$ cat config.mk
export PLATFORM = sky130hd
export DESIGN_NAME = mux_scan_sequencer
export DESIGN_NICKNAME = d
export VERILOG_FILES = /design/src/rtl/mux_scan_sequencer.sv
export SDC_FILE = /design/constraint.sdc
export NUM_CORES = 1
export LEC_CHECK = 0
export ABC_CLOCK_PERIOD_IN_PS = 2900
export CAP_MARGIN = 0
export CORE_AREA = 2 2 39 41
export CTS_CLUSTER_DIAMETER = 30
export DETAILED_ROUTE_END_ITERATION = 16
export DIE_AREA = 0 0 41 43
export DONT_BUFFER_PORTS = 1
export PLACE_DENSITY = 0.82
export SYNTH_ARGS = -nofsm -noshare
export SYNTH_HDL_FRONTEND = slang
export SYNTH_SLANG_ARGS = --single-unit
$ cat constraint.sdc
create_clock -name clk -period 2.9 [get_ports clk]
set_clock_uncertainty 0.15 [all_clocks]
set_input_delay 0.29 -clock clk [delete_from_list [all_inputs] [get_ports clk]]
set_output_delay 0.29 -clock clk [all_outputs]
set_load 0.02 [all_outputs]
$ cat src/rtl/mux_scan_sequencer.sv
// Scanned reader for a 2**SEL_W:1 mux tree: steps the select through every channel,
// waits DWELL cycles per channel, samples the tree output and publishes a full word.
module mux_scan_sequencer #(
  parameter int SEL_W = 2,
  parameter int DWELL = 2
) (
  input  logic                  clk,
  input  logic                  rst,
  input  logic                  start,
  input  logic                  continuous,
  input  logic                  mux_out,
  output logic [SEL_W-1:0]      select_2,
  output logic [(1<<SEL_W)-1:0] data_out,
  output logic                  busy,
  output logic                  done
);

  localparam int N     = 1 << SEL_W;
  localparam int CNT_W = $clog2(DWELL + 1);
  localparam logic [CNT_W-1:0] CNT_INIT = CNT_W'(DWELL - 1);
  localparam logic [SEL_W-1:0] SEL_LAST = SEL_W'(N - 1);

  typedef enum logic [1:0] {IDLE, SETTLE, SAMPLE, DONE} state_t;

  state_t           state_q, state_d;
  logic [SEL_W-1:0] sel_q, sel_d;
  logic [CNT_W-1:0] cnt_q, cnt_d;
  logic [N-1:0]     shadow_q, shadow_d;
  logic [N-1:0]     data_q, data_d;

  always_ff @(posedge clk) begin
    if (rst) begin
      state_q  <= IDLE;
      sel_q    <= '0;
      cnt_q    <= '0;
      shadow_q <= '0;
      data_q   <= '0;
    end else begin
      state_q  <= state_d;
      sel_q    <= sel_d;
      cnt_q    <= cnt_d;
      shadow_q <= shadow_d;
      data_q   <= data_d;
    end
  end

  always_comb begin
    state_d  = state_q;
    sel_d    = sel_q;
    cnt_d    = cnt_q;
    shadow_d = shadow_q;
    data_d   = data_q;
    case (state_q)
      IDLE: begin
        if (start) begin
          state_d = SETTLE;
          sel_d   = '0;
          cnt_d   = CNT_INIT;
        end
      end
      SETTLE: begin
        if (cnt_q == '0) state_d = SAMPLE;
        else             cnt_d   = cnt_q - 1'b1;
      end
      SAMPLE: begin
        shadow_d[sel_q] = mux_out;
        // The last channel goes straight into data_out so no partial word is ever visible
        if (sel_q == SEL_LAST) begin
          data_d  = {mux_out, shadow_q[N-2:0]};
          state_d = DONE;
        end else begin
          sel_d   = sel_q + 1'b1;
          cnt_d   = CNT_INIT;
          state_d = SETTLE;
        end
      end
      DONE: begin
        sel_d = '0;
        if (continuous) begin
          state_d = SETTLE;
          cnt_d   = CNT_INIT;
        end else begin
          state_d = IDLE;
        end
      end
      default: state_d = IDLE;
    endcase
  end

  assign select_2 = sel_q;
  assign data_out = data_q;
  assign busy     = (state_q == SETTLE) || (state_q == SAMPLE);
  assign done     = (state_q == DONE);

endmodule

; ---- After elaboration in Yosys (flattened, before gate mapping)
; Cells that the tools add are included.
[totals]
reg_bits = 14
ram_bits = 0
rom_bits = 0
out_inout_bits = 8
word_cells = 42
latchBits = 0
n_memories = 0
inputBits = 5
[op_classes]
shifts = 0
mux = 15
bitwise_logic = 0
div_mod_pow = 0
n_addsub = 2
reduce_logical = 9
n_eq_ne = 9
order_cmp = 2
n_mul = 0
[ops]
columns = cell, n
row1 = $mux 2, 8
row2 = $pmux 2 s4, 2
row3 = $ne 2x2->1 const B, 5
row4 = $eq 2x2->1 const B, 3
row5 = $pmux 2 s3, 1
row6 = $bwmux 4, 1
row7 = $logic_not 2->1, 2
row8 = $reduce_and 2->1, 2
row9 = $reduce_and 4->1, 1
row10 = $lt 2x3->1 const B, 1
row11 = $reduce_and 3->1, 1
row12 = $reduce_bool 3->1, 1
row13 = $add 2x1->2 const B, 1
row14 = $demux 1 s2, 1
row15 = $eq 2x1->1 const B, 1
row16 = $ge 2x1->1 const B, 1
row17 = $mux 1, 2
row18 = $sub 2x1->2 const B, 1
row19 = $logic_and 1x1->1, 1
row20 = $logic_or 1x1->1, 1

; ---- Logic depth before layout (Yosys ltp)
; Gate-level depths: netlist (run 1).
[depth]
ltp_word = 5
depth_mapped = 8
mapped_depth_nobuf = 6

; ---- Worst setup path after synthesis (run 1)
; Ideal clock, no wire load.
[synth_timing]
path_kind = reg-to-reg
from = register state_q[0]
to = register sel_q[0] (netlist: select_2[0])
arrival_time_ps = 1465
setup_time_ps = 128
path_slack_ps = 1158
t_required_ps = 2622
n_path_buf = 2
path_stages_with_launch = 9
period_less_slack_ps = 1742
cell_sequence = dfxtp_1 -> inv_1 -> ha_1 -> buf_6 -> and2_1 -> buf_6 -> nor3_4 -> mux2i_1 -> nor2_1
[synth_between]
elab_chain_cells = 3
elab_cells_between_ends = 8
classes_between = 4 x eq/ne / 1 x mux / 3 x reduce/logical
[synth_lines]
columns = item, line_no
row1 = start: declaration, 25  ; state_t state_q, state_d;
row2 = start signal: assignment, 39  ; state_q <= state_d;
row3 = $eq 2x2->1 or $logic_not 2->1 (tied branches), 53  ; case (state_q)
row4 = $ne 2x2->1 (no line) or $reduce_bool 3->1 (tied branches), n/a
row5 = $reduce_and 3->1 (no line), n/a
row6 = end signal: assignment, 40  ; sel_q <= sel_d;
row7 = end: declaration, 26  ; logic [SEL_W-1:0] sel_q, sel_d;
; Several ways; a longest one is shown, not always the timed one.
; A chain may end at the register's enable or synchronous reset.

; ---- Worst setup path in the final report (run 1)
; Same ends and word-level chain as after synthesis.

==> key figures, run 1 <==
STA
  – Share of the clock period used by the worst path after layout: 65.7%
  – RSZ-0062 raised after global routing: false
  – Final Hold Violating Endpoints: 0
  – Final-layout worst hold slack: a little under 10 ps
  – Final Setup Violations: 0
  – Setup TNS: 0 ps
  – Fin worst setup slack: between 900 and 1000 ps
  – Achievable Freq: around 0.52 GHz
  – Max transition margin: between 60% and 70%
  – Pins over their slew limit: 0
  – Shortest period the worst path allows: ~1900 ps
  – Slew at the pin closest to its max-slew limit: 464 ps

Route
  – DRC errors left: 0
  – Routed wirelength normalized by instance count: ~12 um
  – Count of nets left with antenna violations after detail routing: 0
  – Final wirelength: between 1000 and 1500 um
  – Vias per cell: between 5 and 6
  – Via count: between 500 and 600
  – Number of violations reported at the end of detailed-routing iteration 0: 12
  – DRT Pass-1 Iters: 5

Pwr
  – Fraction of power consumed by the clock network: 23.3%
  – Leakage power figure: roughly 0.28 nW
  – Peak VDD IR: 0.301 mV
  – Fraction of power consumed by sequential logic: a little over two fifths
  – Switching share of total power: a little over a third
  – Part of the total power dissipated in combinational logic: about a third
  – P_sw: around 180 uW
  – Final Power: between 400 and 500 uW
  – Power density relative to cell area: between 600 and 700 nW/um^2
  – Internal power: approximately 320 uW

GRT
  – Pin count of the biggest net entering global routing: 14
  – Sum of overflow across all layers after global routing: 0
  – Number of antenna violations at the first check in global routing: 0
  – First-pass GRT wire length: roughly 2300 um
  – Number of global-route vias before repair: between 500 and 600
  – Total Routing Usage GR: around a fifth

Critical path
  – Slowest stage cell on the critical path: dfxtp_1
  – Buf+Inv Stages, Crit Path: 1
  – Kind of cell adding the most delay to the critical path: simple AND/OR/NAND/NOR gates
  – Minimum setup slack among reg-to-reg paths: a little under 1000 ps
  – Data required, critical path: slightly below 3000 ps
  – Worst Setup SP: state_q[0]$_SDFFE_PP0P_
  – Critical path class: reg2reg
  – FF-to-FF Start: state_q[0]$_SDFFE_PP0P_
  – Worst stage delay on the critical path: 430 ps
  – Capture instance of the worst register-to-register path: select_2[0]$_SDFFE_PP0P_
  – WP data arrival: about 1900 ps
  – Cell count of the worst reg-to-reg path: 6
  – Crit path launch type: flip-flop
  – Highest net fanout along the worst path: 10
  – Crit path capture type: flip-flop
  – Critical path, cell by cell: inv_1, ha_1, and2_1, nor3_4, mux2i_1, nor2_1

CTS
  – CTS tree: yes
  – Clock transition at the registers of the reported paths: 80 ps
  – Clock Path Buffers: 2
  – Insertion delay of the later-clocked pin in the worst-skew pair: between 200 and 300 ps
  – Post-CTS setup buffer count: 0
  – Number of clock sinks seen by CTS: 13
  – H-tree depth: 1
  – Number of clock buffers inserted by TritonCTS: 3
  – Clock root buffer master: clkbuf_4
  – Hold Buf Count CTS: 2
  – Count of cells resized by post-cts repair: 0

Place
  – Number of port buffers: 0
  – Placed Instances: between 90 and 100
  – Worst setup slack before clock tree synthesis: between 1000 and 1500 ps
  – Final weighted congestion in routability-driven placement: between 0.7 and 0.8
  – Detailed placement HPWL: approximately 940 um
  – Total cell area at the placement stage: 738 um^2

Cells and area
  – Layout cells sized above 1: 7.95%
  – Non-filler cells in the finished layout: ~100
  – Share of the core filled with cells: between 50 and 60%
  – Non-Filler Cell Area, Final: just under 800 um^2
  – Total number of nets in the final design: 103
  – Post-synthesis to final-layout area growth: 5.38%
  – Number of antenna repair diodes: 0

Yosys
  – Number of different library cells in the post-synthesis netlist: 23
  – Gate count after technology mapping: between 80 and 90
  – Netlist area before placement: 744 um^2
  – Synthesized Nets: 99
  – Average size of a mapped cell: 8.76 um^2
  – Proportion of netlist area held by the largest area contributor: 35.0%
  – Sequential share of the synthesized area: a little over a third
  – Biggest area contributors in the synthesized netlist: dfxtp_1, ha_1, nand2_1, a21oi_1, inv_1
  – Count of synthesis-stage warnings from yosys: 0
  – Biggest area consumer among synthesized cells: dfxtp_1
  – Number of synthesized register bits: 13

Floorplan
  – Initial core utilization: between 50 and 60%
  – Die height: 43 um
  – Total I/O pin count: 13
  – Die footprint: between 1500 and 2000 um^2
  – Width of the chip: between 40 and 50 um
  – Core Box Area: 1380 um^2
  – Number of cell rows: 14

Min path
  – Path class of the lowest-slack min-delay path: in2reg
  – Endpoint with the worst hold slack: shadow_q[0]$_SDFFE_PP0P_
  – Worst Hold Depth: 2
  – Critical hold path startpoint: mux_out

Status
  – Run status: complete, no violations

Job
  – Number of violations of the max-capacitance limit: 0
worst max-delay path by stage:
| stage | end | cells after the start |
|---|---|---|
| finish | select_2[0]$_SDFFE_PP0P_ | 6 |
| global route | select_2[0]$_SDFFE_PP0P_ | 6 |
| CTS | select_2[0]$_SDFFE_PP0P_ | 6 |
| detailed placement | select_2[0]$_SDFFE_PP0P_ | 6 |
| global placement | select_2[0]$_SDFFE_PP0P_ | 6 |
| floorplan | select_2[0]$_SDFFE_PP0P_ | 8 |
logic make-up (layout without fill, tap and decap cells):
group	Yosys count	count (layout)	share of synthesized area [%]
AO/OA/AOI/OAI	16	16	15.0
flip-flops	13	13	35.0
adder cells (fa/ha/maj)	9	9	15.1
AND/OR/NAND/NOR	36	36	26.6
multiplexers	1	1	1.34
buffers and inverters	10	13	7.06
area by class of cell:
class	instances	area, um^2
fillers	132	599
multi-input cells	62	432
flip-flops and latches	13	260
clock buffers	4	26.3
inverters	7	26.3
repair buffers	2	20.0
well taps	16	20.0
flip-flops by register name, indices dropped and copies added (netlist names):
signal / flops
data_out: 4
state_q: 2
select_2: 2
cnt_q: 2
shadow_q: 3
cell usage in the layout (no fill, tap or decap), drive strengths merged:
master,count
nor3,2
and2,1
o2111ai,1
dfxtp,13
a21oi,10
o21ai,1
inv,7
nor2,3
nand2,20
ha,9
a311oi,1
mux2i,1
nand3,4
nor2b,2
dlygate4sd3,2
clkbuf,4
nand2b,3
a211oi,2
a31oi,1
or3b,1
synth_stat cells:
cell type,instances
dfxtp_1,13
buf_6,2
clkbuf_1,1
nor3_1,1
ha_1,9
o2111ai_4,1
nor2b_1,2
o21ai_0,1
inv_1,7
a311oi_1,1
nand3_1,4
nand2b_1,2
a21oi_1,10
nand2_8,1
nor3_4,1
mux2i_1,1
nand2_1,19
or3b_1,1
a211oi_1,2
nand2b_4,1
a31oi_1,1
and2_1,1
nor2_1,3
power by group through the flow:
stage | clock [mW] | sequential, mW | combinational [mW]
CTS | 0.118 | 0.213 | 0.168
finish | 0.115 | 0.214 | 0.166
detailed placement | 0 | 0.217 | 0.162
global route | 0.123 | 0.217 | 0.191
floorplan | 0 | 0.213 | 0.149
global placement | 0 | 0.216 | 0.158
per-layer routing:
metal  part of all wire, %  GRT usage [%]  up-vias
met4                   4.2           18.0        0
met5                     0              0        -
met2                    47           29.7       19
met3                   5.8           2.09        4
li1                      -              -      286
met1                    43           22.0      249
Note: power is estimated with default switching activity, not from simulation.
==> inputs of run 2 (changes only) <==
ABC_CLOCK_PERIOD_IN_PS = 1870   (was 2900)
clock period = 1.87 ns   (was 2.9 ns; I/O delays follow)
==> run 2 against run 1 <==
Effect of this change: utilization grew 4.1 points; first-iteration DRC count fell by 17%; combinational power up 70%; clock power is 48% higher; worst setup slack worse by 860 ps; global-route usage is 1.2 points lower; worst hold slack improved by 38 ps.
==> key figures, run 2 (synthesis results as in run 1) <==
Status
  – Run status: complete, no violations (unchanged)

Route
  – Routed wirelength normalized by instance count: 11.2 um (was 11.9 um)
  – Number of violations reported at the end of detailed-routing iteration 0: 10 (was 12)
  – Count of nets left with antenna violations after detail routing: 0 (unchanged)
  – DRT Pass-1 Iters: 3 (was 5)
  – Via count: 579 (was 558)
  – Vias per cell: 5.22 (was 5.37)
  – Final wirelength: 1240 um (about the same)
  – DRC errors left: 0 (unchanged)

GRT
  – Number of antenna violations at the first check in global routing: 0 (unchanged)
  – First-pass GRT wire length: 2200 um (was 2270 um)
  – Number of global-route vias before repair: 564 (was 556)
  – Pin count of the biggest net entering global routing: 14 (unchanged)
  – Sum of overflow across all layers after global routing: 0 (unchanged)
  – Total Routing Usage GR: 18.2% (was 19.5%)

Cells and area
  – Most common cell after layout, fill and taps aside: nand2_1 (unchanged)
  – Post-synthesis to final-layout area growth: 12.9% (was 5.38%)
  – Number of flip-flops under the largest register name: 4 (unchanged)
  – Non-Filler Cell Area, Final: 841 um^2 (was 785 um^2)
  – Total number of nets in the final design: 110 (was 103)
  – Highest-count cells in the layout ignoring fill and taps: nand2_1, dfxtp_1, a21oi_1 (unchanged)
  – Non-filler cells in the finished layout: 111 (was 104)
  – Layout cells sized above 1: 14.7% (was 7.95%)
  – Count of filler cells inserted in the layout: 111 (was 132)
  – Number of antenna repair diodes: 0 (unchanged)

CTS
  – Post-CTS setup buffer count: 0 (unchanged)
  – Number of clock sinks seen by CTS: 13 (unchanged)
  – Insertion delay of the later-clocked pin in the worst-skew pair: 270 ps (was 280 ps)
  – H-tree depth: 1 (unchanged)
  – CTS tree: yes (unchanged)
  – Number of clock buffers inserted by TritonCTS: 3 (unchanged)
  – Clock root buffer master: clkbuf_4 (unchanged)
  – Clock transition at the registers of the reported paths: 70 ps (was 80 ps)
  – Clock Path Buffers: 2 (unchanged)

STA
  – Setup TNS: 0 ps (unchanged)
  – RSZ-0062 raised after global routing: false (unchanged)
  – Share of the clock period used by the worst path after layout: 93.1% (was 65.7%)
  – Slew at the pin closest to its max-slew limit: 474 ps (was 464 ps)
  – Pins over their slew limit: 0 (unchanged)
  – Final Hold Violating Endpoints: 0 (unchanged)
  – Achievable Freq: 0.574 GHz (was 0.525 GHz)
  – Final Setup Violations: 0 (unchanged)
  – Final-layout worst hold slack: 48.2 ps (was 9.76 ps)
  – Shortest period the worst path allows: 1740 ps (was 1910 ps)
  – Max transition margin: 68.3% (was 69.0%)
  – Fin worst setup slack: 129 ps (was 994 ps)

Floorplan
  – Width of the chip: 41 um (unchanged)
  – Total I/O pin count: 13 (unchanged)
  – Number of cell rows: 14 (unchanged)
  – Initial core utilization: 53.8% (unchanged)
  – Die height: 43 um (unchanged)
  – Core Box Area: 1380 um^2 (unchanged)
  – Die footprint: 1760 um^2 (unchanged)

Min path
  – Path class of the lowest-slack min-delay path: in2reg (unchanged)
  – Worst Hold Depth: 3 (was 2)
  – Critical hold path startpoint: continuous (was mux_out)

Place
  – Placed Instances: 104 (was 98)
  – Final weighted congestion in routability-driven placement: 0.747 (was 0.771)
  – Detailed placement HPWL: 973 um (was 941 um)
  – Number of port buffers: 0 (unchanged)
  – Worst setup slack before clock tree synthesis: 92.8 ps (was 1020 ps)
  – Total cell area at the placement stage: 783 um^2 (was 738 um^2)

Critical path
  – Minimum setup slack among reg-to-reg paths: 130 ps (was 990 ps)
  – Critical path class: reg2reg (unchanged)
  – Highest net fanout along the worst path: 5 (was 10)
  – WP data arrival: 1790 ps (was 1910 ps)
  – Timing endpoint of the critical path: cnt_q[1]$_SDFFE_PP0P_ (was select_2[0]$_SDFFE_PP0P_)
  – Worst Setup SP: state_q[1]$_SDFFE_PP0P_ (was state_q[0]$_SDFFE_PP0P_)
  – Capture instance of the worst register-to-register path: cnt_q[1]$_SDFFE_PP0P_ (was select_2[0]$_SDFFE_PP0P_)
  – Crit path capture type: flip-flop (unchanged)
  – FF-to-FF Start: state_q[1]$_SDFFE_PP0P_ (was state_q[0]$_SDFFE_PP0P_)
  – Cell count of the worst reg-to-reg path: 6 (unchanged)
  – Data required, critical path: 1920 ps (was 2910 ps)
  – Crit path launch type: flip-flop (unchanged)

Pwr
  – Peak VDD IR: 0.561 mV (was 0.301 mV)
  – Internal power: 513 uW (was 319 uW)
  – Leakage power figure: 0.320 nW (was 0.284 nW)
  – Fraction of power consumed by the clock network: 21.8% (was 23.3%)
  – Switching share of total power: 34.3% (was 35.7%)
  – Fraction of power consumed by sequential logic: 42.0% (was 43.1%)
  – P_sw: 267 uW (was 177 uW)
  – Part of the total power dissipated in combinational logic: 36.3% (was 33.6%)
  – Power density relative to cell area: 928 nW/um^2 (was 631 nW/um^2)

Job
  – Number of violations of the max-capacitance limit: 0 (unchanged)
==> run 2: cell types whose count changed in the layout (fill, tap and decap cells not counted) <==
cell / delta
buf_4: +6
dfxtp_1: -1
dfxtp_2: +1
dlygate4sd3_1: +1
==> run 2: timing repair <==
action | 4_1_cts | 5_1_grt
resized for setup | 0 | 1
hold endpoints to repair | 13 | 0
hold buffers | 3 | 0
endpoints found under the setup margin | 0 | 3
==> run 2: metal layers <==
| layer | global-route usage, % | vias to the layer above | wire (um) |
|---|---|---|---|
| met5 | 0 | - | 0 |
| met4 | 8.00 | 0 | 17 |
| met3 | 5.24 | 2 | 52 |
| met2 | 27.5 | 14 | 592 |
| met1 | 23.1 | 259 | 579 |
| li1 | - | 304 | - |
==> run 2: worst max-delay path: stages (launching register included) <==
cell and delay [ps]:
dfxtp_1 420, inv_1 100, ha_1 260, nand2b_4 110, o2111ai_4 130, or3b_1 370
a21oi_1 140
==> run 2: worst min path at each step <==
stage	to	slack [ps]
floorplan	state_q[1]$_SDFFE_PP0P_	110
global placement	cnt_q[1]$_SDFFE_PP0P_	110
detailed placement	shadow_q[1]$_SDFFE_PP0P_	110
CTS	cnt_q[1]$_SDFFE_PP0P_	40
global route	cnt_q[1]$_SDFFE_PP0P_	50
finish	cnt_q[1]$_SDFFE_PP0P_	50
==> run 2: layout make-up <==
| type | count | area, um^2 | area share [%] |
|---|---|---|---|
| multi-input combinational | 62 | 432 | 51.3 |
| sequential | 13 | 262 | 31.1 |
| timing repair buffer | 9 | 75.1 | 8.93 |
| clock buffer | 4 | 26.3 | 3.13 |
| inverter | 7 | 26.3 | 3.13 |
| tap | 16 | 20.0 | 2.38 |
==> run 2: stage by stage <==
stage                     total power [mW]  util, %
final                                0.780     60.8
after global placement               0.600     56.6
after floorplan                      0.562        -
after detailed placement             0.605     56.6
after global routing                 0.843     60.8
after CTS                            0.783     60.7
==> run 2: power groups by stage <==
stage | Sequential [mW] | Combinational [mW] | Clock, mW
2_1_floorplan | 0.331 | 0.231 | 0
3_3_place_gp | 0.329 | 0.270 | 0
3_5_place_dp | 0.331 | 0.274 | 0
4_1_cts | 0.325 | 0.285 | 0.173
5_1_grt | 0.332 | 0.324 | 0.187
6_report | 0.328 | 0.283 | 0.170
==> RTL edit, RTL diff (config.mk and constraints of run 2) <==
The 4 states of `state_t` get a Gray code encoding in 2 bits.
--- a/src/rtl/mux_scan_sequencer.sv
+++ b/src/rtl/mux_scan_sequencer.sv
@@ -20,7 +20,7 @@
   localparam logic [CNT_W-1:0] CNT_INIT = CNT_W'(DWELL - 1);
   localparam logic [SEL_W-1:0] SEL_LAST = SEL_W'(N - 1);
 
-  typedef enum logic [1:0] {IDLE, SETTLE, SAMPLE, DONE} state_t;
+  typedef enum logic [1:0] {IDLE = 2'b00, SETTLE = 2'b01, SAMPLE = 2'b11, DONE = 2'b10} state_t;
 
   state_t           state_q, state_d;
   logic [SEL_W-1:0] sel_q, sel_d;
Behaviour: same outputs for any inputs over 10 cycles, from zero or initial values and one cycle with rst high; not proved beyond that.
==> RTL edit against run 2 <==
- worst setup slack better by 0.13 ns
- sequential cell count is the same
- non-clock buffer count decreased by 4
- wire length decreased by 6.9%
- area after synthesis decreased by 16%
- first-iteration DRC count fell by 20%
- final cell count is 20% lower
- final area is 17% lower
Power is not compared: it rests on default switching activity, and its combinational part moved more than twofold at a synthesized area within 25%.
==> RTL edit: results (changes against run 2) <==
IO buf count=0 (unchanged); final net count=84 (was 110); CTS Hold Bufs=2 (was 3); first-pass GRT wire length=1800 um (was 2200 um); Final Slew Violations=0 (unchanged); Post-DP HPWL=813 um (was 973 um); DR pass1 iterations=4 (was 3); R2R depth=3 (was 6); grt ovf=0 (unchanged); Yosys cell types=22 (was 23); Synth Net Count=78 (was 99); Synth Area per Inst=9.18 sq um (was 8.76 sq um); depth of the CTS H-tree=1 (unchanged); largest net degree at the start of global routing=16 (was 14); Commonest cells post-synth=dfxtp_1 (13), nor2_1 (10), mux2i_1 (8) (was nand2_1 (19), dfxtp_1 (13), a21oi_1 (10)); Avg WL per Cell=13.0 um (was 11.2 um); Detailed Route Iter0 Violations=8 (was 10); initial antenna violation count=0 (unchanged); HP Start=start (was continuous); Worst Path Max Fanout=14 (was 5); outcome=finished clean (unchanged); Post-CTS Resized=0 (unchanged); Setup Buffers After CTS=0 (unchanged); clock root buffer=clkbuf_4 (unchanged); Max-slew headroom=70.4% (was 68.3%); vias per cell=5.52 (was 5.22); routability congestion estimate=0.688 (was 0.747); clk_lat worst skew=0.27 ns (about the same); number of diodes=0 (unchanged); maximum vdd drop=0.307 mV; register-to-register setup slack=0.35 ns (was 0.13 ns); number of global-route vias before repair=435 (was 564); delay-heaviest family, CP=flip-flops (was simple AND/OR/NAND/NOR gates); Yosys top cell area share=41.7% (was 35.0%); pre-CTS WS=0.367 ns (was 0.0928 ns); global-route usage over all layers=15.4% (was 18.2%); layout cells sized above 1=9.59% (was 14.7%); CTS buffer count=3 (unchanged); Reg-to-Reg End=cnt_q[1] (unchanged); CTS clock-pin slew for the worst setup and hold paths=0.08 ns; cell count of the worst hold path=3 (unchanged); Yosys Warn Count=0 (unchanged); sequential fraction of the synthesis area=41.7% (was 35.0%); placed cells=83 (was 104); top cells by area, synth=dfxtp_1 (42%), mux2i_1 (13%), ha_1 (10%) (was dfxtp_1 (35%), ha_1 (15%), nand2_1 (9.6%)); clock buffer depth=2 (unchanged); max reg flops=4 (unchanged); Async SR Flop Fraction=0% (unchanged); worst r2r src=state_q[1] (unchanged); HP Class=input port to flop (unchanged); worst hold endpoint=select_2[1] (was cnt_q[1]); slowest CP cell=dfxtp_1 (unchanged); Crit path largest cell delay=0.59 ns (was 0.42 ns); total wire length=1160 um (was 1240 um)
==> RTL edit: cells by family (layout without fill, tap and decap cells) <==
group,count (synthesis),in the layout,share of synthesized area (%)
AND/OR/NAND/NOR,23,23,18.0
flip-flops,13,13,41.7
multiplexers,9,9,14.6
buffers and inverters,9,14,5.81
AO/OA/AOI/OAI,8,8,8.42
adder cells (fa/ha/maj),5,5,10.0
XOR/XNOR,1,1,1.40
==> RTL edit: final cells by class <==
cell class	instances	area, sq um
multi-input combinational	46	328
fill	133	688
clock buffer	4	26.3
sequential	13	260
tap	16	20.0
inverter	5	18.8
timing repair buffer	5	42.5
==> RTL edit: how the worst max path moves through the flow <==
stage                           start          end  slack, ns  cells after the start
after floorplan           select_2[1]  data_out[0]       0.42                      4
after global placement     state_q[1]     cnt_q[1]       0.36                      3
after detailed placement   state_q[1]     cnt_q[1]       0.37                      3
after CTS                  state_q[1]         done       0.25                      1
after global routing       state_q[1]         done       0.13                      1
final                      state_q[1]         done       0.26                      1
==> RTL edit: power by group <==
part           switching [mW]  leakage [nW]  internal (mW)
Clock                  0.0884        0.0150         0.0825
Combinational          0.0307         0.192         0.0291
Sequential             0.0172         0.106          0.286
==> RTL edit: worst reg2reg max path: cells and delay by family, from the launching register on <==
| kind | cells | cell delay (ns) |
|---|---|---|
| multiplexers | 1 | 0.41 |
| AO/OA/AOI/OAI | 1 | 0.13 |
| flip-flops | 1 | 0.59 |
| AND/OR/NAND/NOR | 1 | 0.19 |
==> RTL edit: stage by stage <==
| step | instance area, sq um | total power [mW] | hold WS, ns |
|---|---|---|---|
| 2_1_floorplan | 624 | 0.354 | 0.116 |
| 6_report | 696 | 0.534 | 0.0491 |
| 5_1_grt | 696 | 0.565 | 0.0581 |
| 3_5_place_dp | 649 | 0.362 | 0.110 |
| 3_3_place_gp | 649 | 0.360 | 0.108 |
| 4_1_cts | 696 | 0.542 | 0.0365 |
==> RTL edit: metal layers <==
metal | wire length, um | track usage (%) | vias to the layer above
met5 | 0 | 0 | -
met4 | 10 | 10.0 | 0
met3 | 70 | 4.71 | 2
met2 | 540 | 21.3 | 12
met1 | 534 | 19.7 | 229
li1 | - | - | 248
